**src/rtl/tick_divider_pkg.sv**
```systemverilog
// rtl/tick_divider_pkg.sv - shared defaults and board divisor constants for tick_divider
//
// Purpose: default parameter values for tick_divider and tick_subcounter, plus
// divisor constants for the 12 MHz board clock (period = divisor + 1 cycles).
// Ports: none (package).

package tick_divider_pkg;

    localparam int BOARD_CLK_HZ  = 12_000_000;

    localparam int DEF_CTR_WIDTH = 24;
    localparam int DEF_DIV       = 5_000_000;
    localparam int DEF_SUB_COUNT = 10;
    localparam int DEF_SUB_WIDTH = 4;

    // Divisors give exactly 10 Hz / 1 Hz primary ticks on the board clock.
    localparam int DIV_10HZ      = BOARD_CLK_HZ / 10 - 1;
    localparam int DIV_1HZ       = BOARD_CLK_HZ - 1;

    // Ten 10 Hz ticks make one 1 Hz slow tick.
    localparam int SUB_10HZ_TO_1HZ = 10;

endpackage

```
**src/rtl/tick_subcounter.sv**
```systemverilog
// rtl/tick_subcounter.sv - cascaded divide-by-SUB_COUNT stage producing a slow tick
//
// Purpose: counts step pulses and emits a registered one-cycle slow_tick on
// every SUB_COUNT-th step, coincident with the step's registered tick.
// Ports:
//   clk       in   system clock
//   reset     in   synchronous active-high reset
//   restart   in   re-phase: reload to SUB_COUNT-1, clear slow_tick
//   step      in   one-cycle advance pulse (primary terminal event)
//   slow_tick out  registered one-cycle pulse

module tick_subcounter
    import tick_divider_pkg::*;
#(
    parameter int SUB_COUNT = DEF_SUB_COUNT,
    parameter int SUB_WIDTH = DEF_SUB_WIDTH
) (
    input  logic clk,
    input  logic reset,
    input  logic restart,
    input  logic step,
    output logic slow_tick
);

    localparam logic [SUB_WIDTH-1:0] SUB_RELOAD = SUB_WIDTH'(SUB_COUNT - 1);

    logic [SUB_WIDTH-1:0] sub_count_q, sub_count_d;
    logic                 slow_tick_q, slow_tick_d;

    always_comb begin
        sub_count_d = sub_count_q;
        slow_tick_d = 1'b0;
        if (restart) begin
            sub_count_d = SUB_RELOAD;
        end else if (step) begin
            if (sub_count_q == '0) begin
                slow_tick_d = 1'b1;
                sub_count_d = SUB_RELOAD;
            end else begin
                sub_count_d = sub_count_q - SUB_WIDTH'(1);
            end
        end
    end

    always_ff @(posedge clk) begin
        if (reset) begin
            sub_count_q <= SUB_RELOAD;
            slow_tick_q <= 1'b0;
        end else begin
            sub_count_q <= sub_count_d;
            slow_tick_q <= slow_tick_d;
        end
    end

    assign slow_tick = slow_tick_q;

endmodule

```
**src/rtl/tick_divider.sv**
```systemverilog
// rtl/tick_divider.sv - down-counting tick generator with loadable divisor and slow-tick cascade
//
// Purpose: emits a one-cycle tick every div+1 enabled cycles; the divisor is
// loaded through a ready/valid port and held in a shadow register until the
// next terminal count or restart, so a running period is never truncated.
// Optional build macro TICK_DIVIDER_SQUARE_EN adds a 50% duty square output.
// Ports:
//   clk        in   system clock
//   reset      in   synchronous active-high reset
//   en         in   count enable (low pauses both counters)
//   restart    in   synchronous re-phase of both counters
//   load_div   in   new divisor value
//   load_valid in   load request
//   load_ready out  high when no load is pending
//   tick       out  registered one-cycle primary pulse
//   slow_tick  out  registered pulse every SUB_COUNT ticks
//   cur_div    out  divisor currently in effect
//   square     out  (TICK_DIVIDER_SQUARE_EN only) toggles on each tick

module tick_divider
    import tick_divider_pkg::*;
#(
    parameter int CTR_WIDTH   = DEF_CTR_WIDTH,
    parameter int DEFAULT_DIV = DEF_DIV,
    parameter int SUB_COUNT   = DEF_SUB_COUNT,
    parameter int SUB_WIDTH   = DEF_SUB_WIDTH
) (
    input  logic                 clk,
    input  logic                 reset,
    input  logic                 en,
    input  logic                 restart,
    input  logic [CTR_WIDTH-1:0] load_div,
    input  logic                 load_valid,
    output logic                 load_ready,
    output logic                 tick,
    output logic                 slow_tick,
    output logic [CTR_WIDTH-1:0] cur_div
`ifdef TICK_DIVIDER_SQUARE_EN
    ,
    output logic                 square
`endif
);

    localparam logic [CTR_WIDTH-1:0] DIV_RST = CTR_WIDTH'(DEFAULT_DIV);

    logic [CTR_WIDTH-1:0] count_q, count_d;
    logic [CTR_WIDTH-1:0] div_active_q, div_active_d;
    logic [CTR_WIDTH-1:0] shadow_q, shadow_d;
    logic                 pending_q, pending_d;
    logic                 tick_q, tick_d;

    logic                 accept;
    logic                 term;
    logic [CTR_WIDTH-1:0] reload_val;
    logic [CTR_WIDTH-1:0] restart_val;

    always_comb begin
        accept      = load_valid && !pending_q;
        term        = en && (count_q == '0) && !restart;
        reload_val  = pending_q ? shadow_q : div_active_q;
        // A load accepted together with restart bypasses the shadow entirely.
        restart_val = accept ? load_div : reload_val;

        count_d      = count_q;
        div_active_d = div_active_q;
        shadow_d     = shadow_q;
        pending_d    = pending_q;
        tick_d       = 1'b0;

        if (restart) begin
            count_d      = restart_val;
            div_active_d = restart_val;
            pending_d    = 1'b0;
            if (accept) begin
                shadow_d = load_div;
            end
        end else begin
            if (term) begin
                count_d      = reload_val;
                div_active_d = reload_val;
                pending_d    = 1'b0;
                tick_d       = 1'b1;
            end else if (en) begin
                count_d = count_q - CTR_WIDTH'(1);
            end
            // Placed after the reload so a load coinciding with the terminal
            // event becomes pending for the following period.
            if (accept) begin
                shadow_d  = load_div;
                pending_d = 1'b1;
            end
        end
    end

    always_ff @(posedge clk) begin
        if (reset) begin
            count_q      <= DIV_RST;
            div_active_q <= DIV_RST;
            shadow_q     <= '0;
            pending_q    <= 1'b0;
            tick_q       <= 1'b0;
        end else begin
            count_q      <= count_d;
            div_active_q <= div_active_d;
            shadow_q     <= shadow_d;
            pending_q    <= pending_d;
            tick_q       <= tick_d;
        end
    end

`ifdef TICK_DIVIDER_SQUARE_EN
    logic square_q, square_d;

    always_comb begin
        square_d = square_q;
        if (restart) begin
            square_d = 1'b0;
        end else if (term) begin
            square_d = ~square_q;
        end
    end

    always_ff @(posedge clk) begin
        if (reset) begin
            square_q <= 1'b0;
        end else begin
            square_q <= square_d;
        end
    end

    assign square = square_q;
`endif

    tick_subcounter #(
        .SUB_COUNT (SUB_COUNT),
        .SUB_WIDTH (SUB_WIDTH)
    ) u_sub (
        .clk       (clk),
        .reset     (reset),
        .restart   (restart),
        .step      (term),
        .slow_tick (slow_tick)
    );

    assign load_ready = !pending_q;
    assign tick       = tick_q;
    assign cur_div    = div_active_q;

endmodule

```
**config.mk**
```make
export PLATFORM = sky130hd
export DESIGN_NAME = tick_divider
export DESIGN_NICKNAME = d
export VERILOG_FILES = /design/src/rtl/tick_divider_pkg.sv /design/src/rtl/tick_subcounter.sv /design/src/rtl/tick_divider.sv
export SDC_FILE = /design/constraint.sdc
export NUM_CORES = 1
export LEC_CHECK = 0
export ABC_AREA = 1
export BUFFER_PORTS_ARGS = -buffer_cell sky130_fd_sc_hd__clkbuf_2
export CAP_MARGIN = 20
export CORE_MARGIN = 2
export CORE_UTILIZATION = 50
export DETAILED_ROUTE_END_ITERATION = 10
export GPL_TIMING_DRIVEN = 0
export PLACE_DENSITY = 0.7
export REMOVE_ABC_BUFFERS = 1
export SYNTH_ARGS = -nofsm -noshare
export SYNTH_HDL_FRONTEND = slang
export SYNTH_HIERARCHICAL = 1
export SYNTH_SLANG_ARGS = --single-unit
```
**constraint.sdc**
```tcl
create_clock -name clk -period 2 [get_ports clk]
set_input_delay 0.3 -clock clk [delete_from_list [all_inputs] [get_ports clk]]
set_output_delay 0.3 -clock clk [all_outputs]
set_load 0.02 [all_outputs]
```
# After elaboration in Yosys (flattened, before gate mapping)
# Index checks and enable logic that the tools add are counted.
[classes]
mux = 12
n_bitwise = 1
reduce_logical = 12
addsub = 2
[op_table]
columns = ["operator", "count"]
rows = [
  ["two-way mux 24 bit", 7],
  ["logical NOT 24 bit", 1],
  ["subtractor 24 x 1 -> 24 bit (second input constant)", 1],
  ["logical NOT 4 bit", 1],
  ["two-way mux 1 bit", 4],
  ["two-way mux 4 bit", 1],
  ["nonzero test 2 bit", 2],
  ["subtractor 4 x 1 -> 4 bit (second input constant)", 1],
  ["logical AND 1 bit", 3],
  ["nonzero test 3 bit", 1],
  ["OR reduction 3 bit", 1],
  ["logical NOT 1 bit", 2],
  ["OR reduction 2 bit", 1],
  ["NOT 1 bit", 1],
]
[word_totals]
wordCells = 34
inputBits = 29
register_bits = 79
output_inout_bits = 27

# Longest topological paths before layout
[logic_depth]
word_depth = 5
depth_mapped = 14
depth_no_buf = 13

# Cells and area by module
# Netlist, hierarchy kept.
[modules_own_cells]
columns = ["mod", "seq_area_each_um2", "cells_each", "instances", "area_per_inst_um2"]
rows = [
  ["tick_divider", 1481.4, 674, 1, 4206.5],
  ["tick_subcounter", 100.1, 28, 1, 211.5],
]

# Worst setup path after synthesis
# OpenSTA, ideal clock, no wires.
[synth_path]
kind = "register to register"
startpoint = "register count_q[0]"
endpoint = "register count_q[7]"
period_less_slack_ps = 1565
arrival_ps = 1456
path_slack_ps = 435
path_stages_with_launch = 15
required_ps = 1891
path_buffers = 1
setup_ps = 109
path_cell_list = "dfxtp_1 inv_1 ha_1 inv_1 nor2_1 nand2_1 nor2_2 nand3_4 nand2_4 inv_4 buf_6 nand2_1 nand3_1 nand2_1 inv_1"
[synth_between]
elab_chain_cells = 5
word_cells_on_any_way = 8
classes_between = "1 x add/sub; 3 x mux; 4 x reduce/logical"
[synth_lines]
columns = ["element", "line_no", "text"]
rows = [
  ["start: declaration", "tick_divider.sv:46", "logic [CTR_WIDTH-1:0] count_q, count_d;"],
  ["start signal: assignment", "tick_divider.sv:103", "count_q <= count_d;"],
  ["parallel branches: the longest is 5 deep, another holds subtractor 24 x 1 -> 24 bit", "--", ""],
]
# Parallel ways; which one is timed is not known. The select of a mux whose other input is x is not followed.
# A chain may end at the register's enable or synchronous reset.

# Worst setup path in the final report
[layout_path]
startpoint = "register pending_q"
endpoint = "register count_q[20]"
[layout_between]
elab_chain_cells = 4
word_cells_on_any_way = 6
classes_between = "4 x mux; 2 x reduce/logical"
[layout_lines]
columns = ["element", "line_no", "text"]
rows = [
  ["start: declaration", "tick_divider.sv:49", "logic pending_q, pending_d;"],
  ["start signal: assignment", "tick_divider.sv:106", "pending_q <= pending_d;"],
  ["logical NOT 1 bit", "tick_divider.sv:58", "accept = load_valid && !pending_q;"],
  ["logical AND 1 bit", "tick_divider.sv:58", ""],
  ["two-way mux 24 bit", "tick_divider.sv:62", "restart_val = accept ? load_div : reload_val;"],
  ["two-way mux 24 bit *", "tick_divider.sv:70", "if (restart) begin"],
]
# Mark *: on every way between the ends. The rest lies on a longest branch, timed or not.

==> flow_summary.yaml <==
yosys:
  netlist_area_um2: 4420
  synth_edf_count: 0
  synth-seq-cells: 79
  synth-seq-area-share_pct: 35.8
  ys_warn_count: 6
  synth_cells: 702
  ys_types: 33
  avgSynthCellArea_um2: 6.29
  synth_area_leader_cell: "dfxtp_1"
  yosysTopAreaCellShare_pct: 35.8
  synth_ff_type: "dfxtp_1"
  async_reset_ff_share_pct: 0
  ys_top_cells_by_area: "dfxtp_1, nand2_1, a21oi_1"
drt:
  drc: 0
  wl_um: 12800
  num_vias: 4717
  dr.pass1.iters: 6
  postRouteAntennaNets: 0
  routed_via_density: 5.44
  drt_first_iter_violations: 288
  wl_per_cell_um: 14.8
worst_setup_path:
  reg2reg_from: "pending_q$_SDFFE_PP0P_"
  rr_worst_depth: 8
  crit_path_max_fanout: 15
  criticalPathCategory: "reg -> reg"
  startpoint: "pending_q$_SDFFE_PP0P_"
  worstPathArrival_ns: 2.11
  cp-start-kind: "flip-flop"
  cp.required_ns: 2.22
  cp-end-kind: "flip-flop"
  r2r_slack_ns: 0.12
sta:
  rsz0062_at_grt: "false"
  whs_ns: 0.189
  hold_viol: 0
  drv_slew: 0
  max_freq_mhz: 531
  finalSetupViolCount: 0
  fin_skew_ns: 0.0102
  slew_headroom_pct: 49.4
  finalCritPeriodShare_pct: 94.2
  period_minus_slack_ns: 1.88
  worstMarginPinSlew_ns: 0.758
placement:
  portBuffers: 55
  gp_congestion: 0.900
  place_area_um2: 4720
  placed_cells: 834
  hpwl_um: 7880
clocking:
  hold_buffers: 0
  cts_max_path_buffers: 2
  cts_made_buffers: 9
  clk_transition_reported_paths_ns: 0.08
  cts_tree: "done"
  cts.sinks: 79
  clk_latency_ns: 0.35
  cts-root-buf: "clkbuf_8"
  h-tree-depth: 3
floorplanning:
  die_area_um2: 9600
  die_w_um: 98
  fp.coreArea_um2: 8640
  initial_core_util_pct: 51.2
  io_pins: 56
  core.rowCount: 34
  die_h_um: 98
min_path:
  worstHoldPathCells: 3
  worstHoldPathType: "in -> reg"
  min_from: "load_div[15]"
grt:
  grt_pass1_vias: 4286
  grt_pass1_wl_um: 20300
  track_usage_pct: 26.0
  overflow: 0
  grt_max_degree: 39
  grt_antenna_before_repair: 0
pwr:
  switching_power_mw: 1.17
  powerDensity_nw_per_um2: 695
  power_leakage_nw: 2.31
  sequentialPowerShare_pct: 50.0
  p_int_mw: 2.37
  p_clk_share_pct: 28.0
  combPwrFrac_pct: 22.0
  ir_drop_uv: 455
  p_sw_share_pct: 33.1
cells_and_area:
  layout-drive-gt1-share_pct: 15.8
  layout.nets: 787
  antennaDiodeCount: 0
  fin_area_um2: 5080
  stdcell_count: 867
  post-route-util_pct: 58.9
  syn_to_final_growth_pct: 15.0
run_status:
  status: "complete, no violations"
run:
  maxCapViolCount: 0
-- cell type report --
type | count | area, um2
Timing Repair inverter | 3 | 21.3
Clock inverter | 5 | 27.5
Multi-Input combinational cell | 540 | 2540
Timing Repair Buffer | 71 | 435
Clock buffer | 9 | 124
Inverter | 52 | 218
Sequential cell | 79 | 1590
Fill cell | 849 | 3550
Tap cell | 108 | 135
-- cell usage after synthesis, types with 2 or more instances --
cell	count
nor2_2	8
buf_4	4
o21ai_0	30
o21ai_1	7
buf_6	3
nand2_1	255
buf_1	4
buf_2	8
clkbuf_1	15
a21oi_1	78
dfxtp_1	79
inv_1	49
o22ai_1	6
nand3b_1	3
ha_1	2
nand4_1	9
nand3_1	36
xor2_1	6
nor2_1	63
nand2_2	5
inv_2	2
nor2_4	4
nand2b_1	2
nor3_1	2
o211ai_1	14
-- per-stage QoR --
stage                     setup WS, ns  total power [mW]  setup TNS [ns]
after floorplan                 -0.608              2.27          -20.18
after global placement           -2.13              2.47         -111.39
after detailed placement         -1.14              2.51          -44.31
after CTS                       0.0203              3.51               0
after global routing            0.0106              3.73               0
final                            0.115              3.53               0
-- layer usage --
metal | GRT usage (%) | share of wire [%]
met5 | 0 | 0
met4 | 7.80 | 2.3
met3 | 3.72 | 6.2
met2 | 43.3 | 46
met1 | 35.1 | 45
-- timing repair --
action                                  4_1_cts  5_1_grt
pin swaps                                     0        4
gates resized for setup                      14        5
setup buffers                                 0       13
endpoints found under the setup margin       74       24
cloned                                        3        3
-- placed cells by master, fill, tap and decap left out, types with 3 or more instances in the layout --
cell type / instances
a21oi_1: 78
buf_4: 13
clkbuf_2: 55
clkbuf_8: 9
clkinv_2: 4
clkinvlp_4: 5
dfxtp_1: 78
inv_1: 46
nand2_1: 254
nand2_2: 4
nand2_8: 3
nand3_1: 36
nand3b_1: 3
nand4_1: 9
nor2_1: 63
nor2_2: 8
nor2_4: 5
o211ai_1: 14
o21ai_0: 30
o21ai_1: 7
o22ai_1: 6
xor2_1: 6
-- worst max-delay path, stage by stage (launching register included) --
cell and delay, ns:
dfxtp_4 0.44, inv_8 0.16, nand2_8 0.13, nand2_8 0.14, clkinvlp_4 0.22, nand2_1 0.11
o211ai_1 0.15, a21oi_1 0.29, a21oi_1 0.10
-- power groups by stage --
stage	Combinational (mW)	Sequential [mW]	Clock (mW)
after floorplan	0.460	1.81	0
after global placement	0.678	1.80	0
after detailed placement	0.718	1.79	0
after CTS	0.738	1.76	1.01
after global routing	0.877	1.78	1.07
final	0.777	1.77	0.991
-- worst paths after layout --
path,to
min reg2reg,shadow_q[11]$_SDFFE_PP0P_
max,count_q[20]$_SDFFE_PP0P_
min,shadow_q[15]$_SDFFE_PP0P_
max reg2reg,count_q[20]$_SDFFE_PP0P_
-- flip-flops by register name (all words and copies together) (netlist names) --
signal and count:
count_q 24, cur_div 24, shadow_q 24, u_sub/sub_count_q 4, pending_q 1, tick 1
u_sub/slow_tick 1
-- cells by family (layout without fill, tap and decap cells) --
| logic type | Yosys count | after routing | share of synthesized area, % |
|---|---|---|---|
| fa+ha+maj | 2 | 2 | 0.566 |
| flops | 79 | 79 | 35.8 |
| simple gates | 391 | 394 | 37.2 |
| compound gates | 137 | 137 | 16.6 |
| buf+inv | 86 | 140 | 8.44 |
| xor+xnor | 7 | 7 | 1.39 |
(Power assumes the default switching activity.)
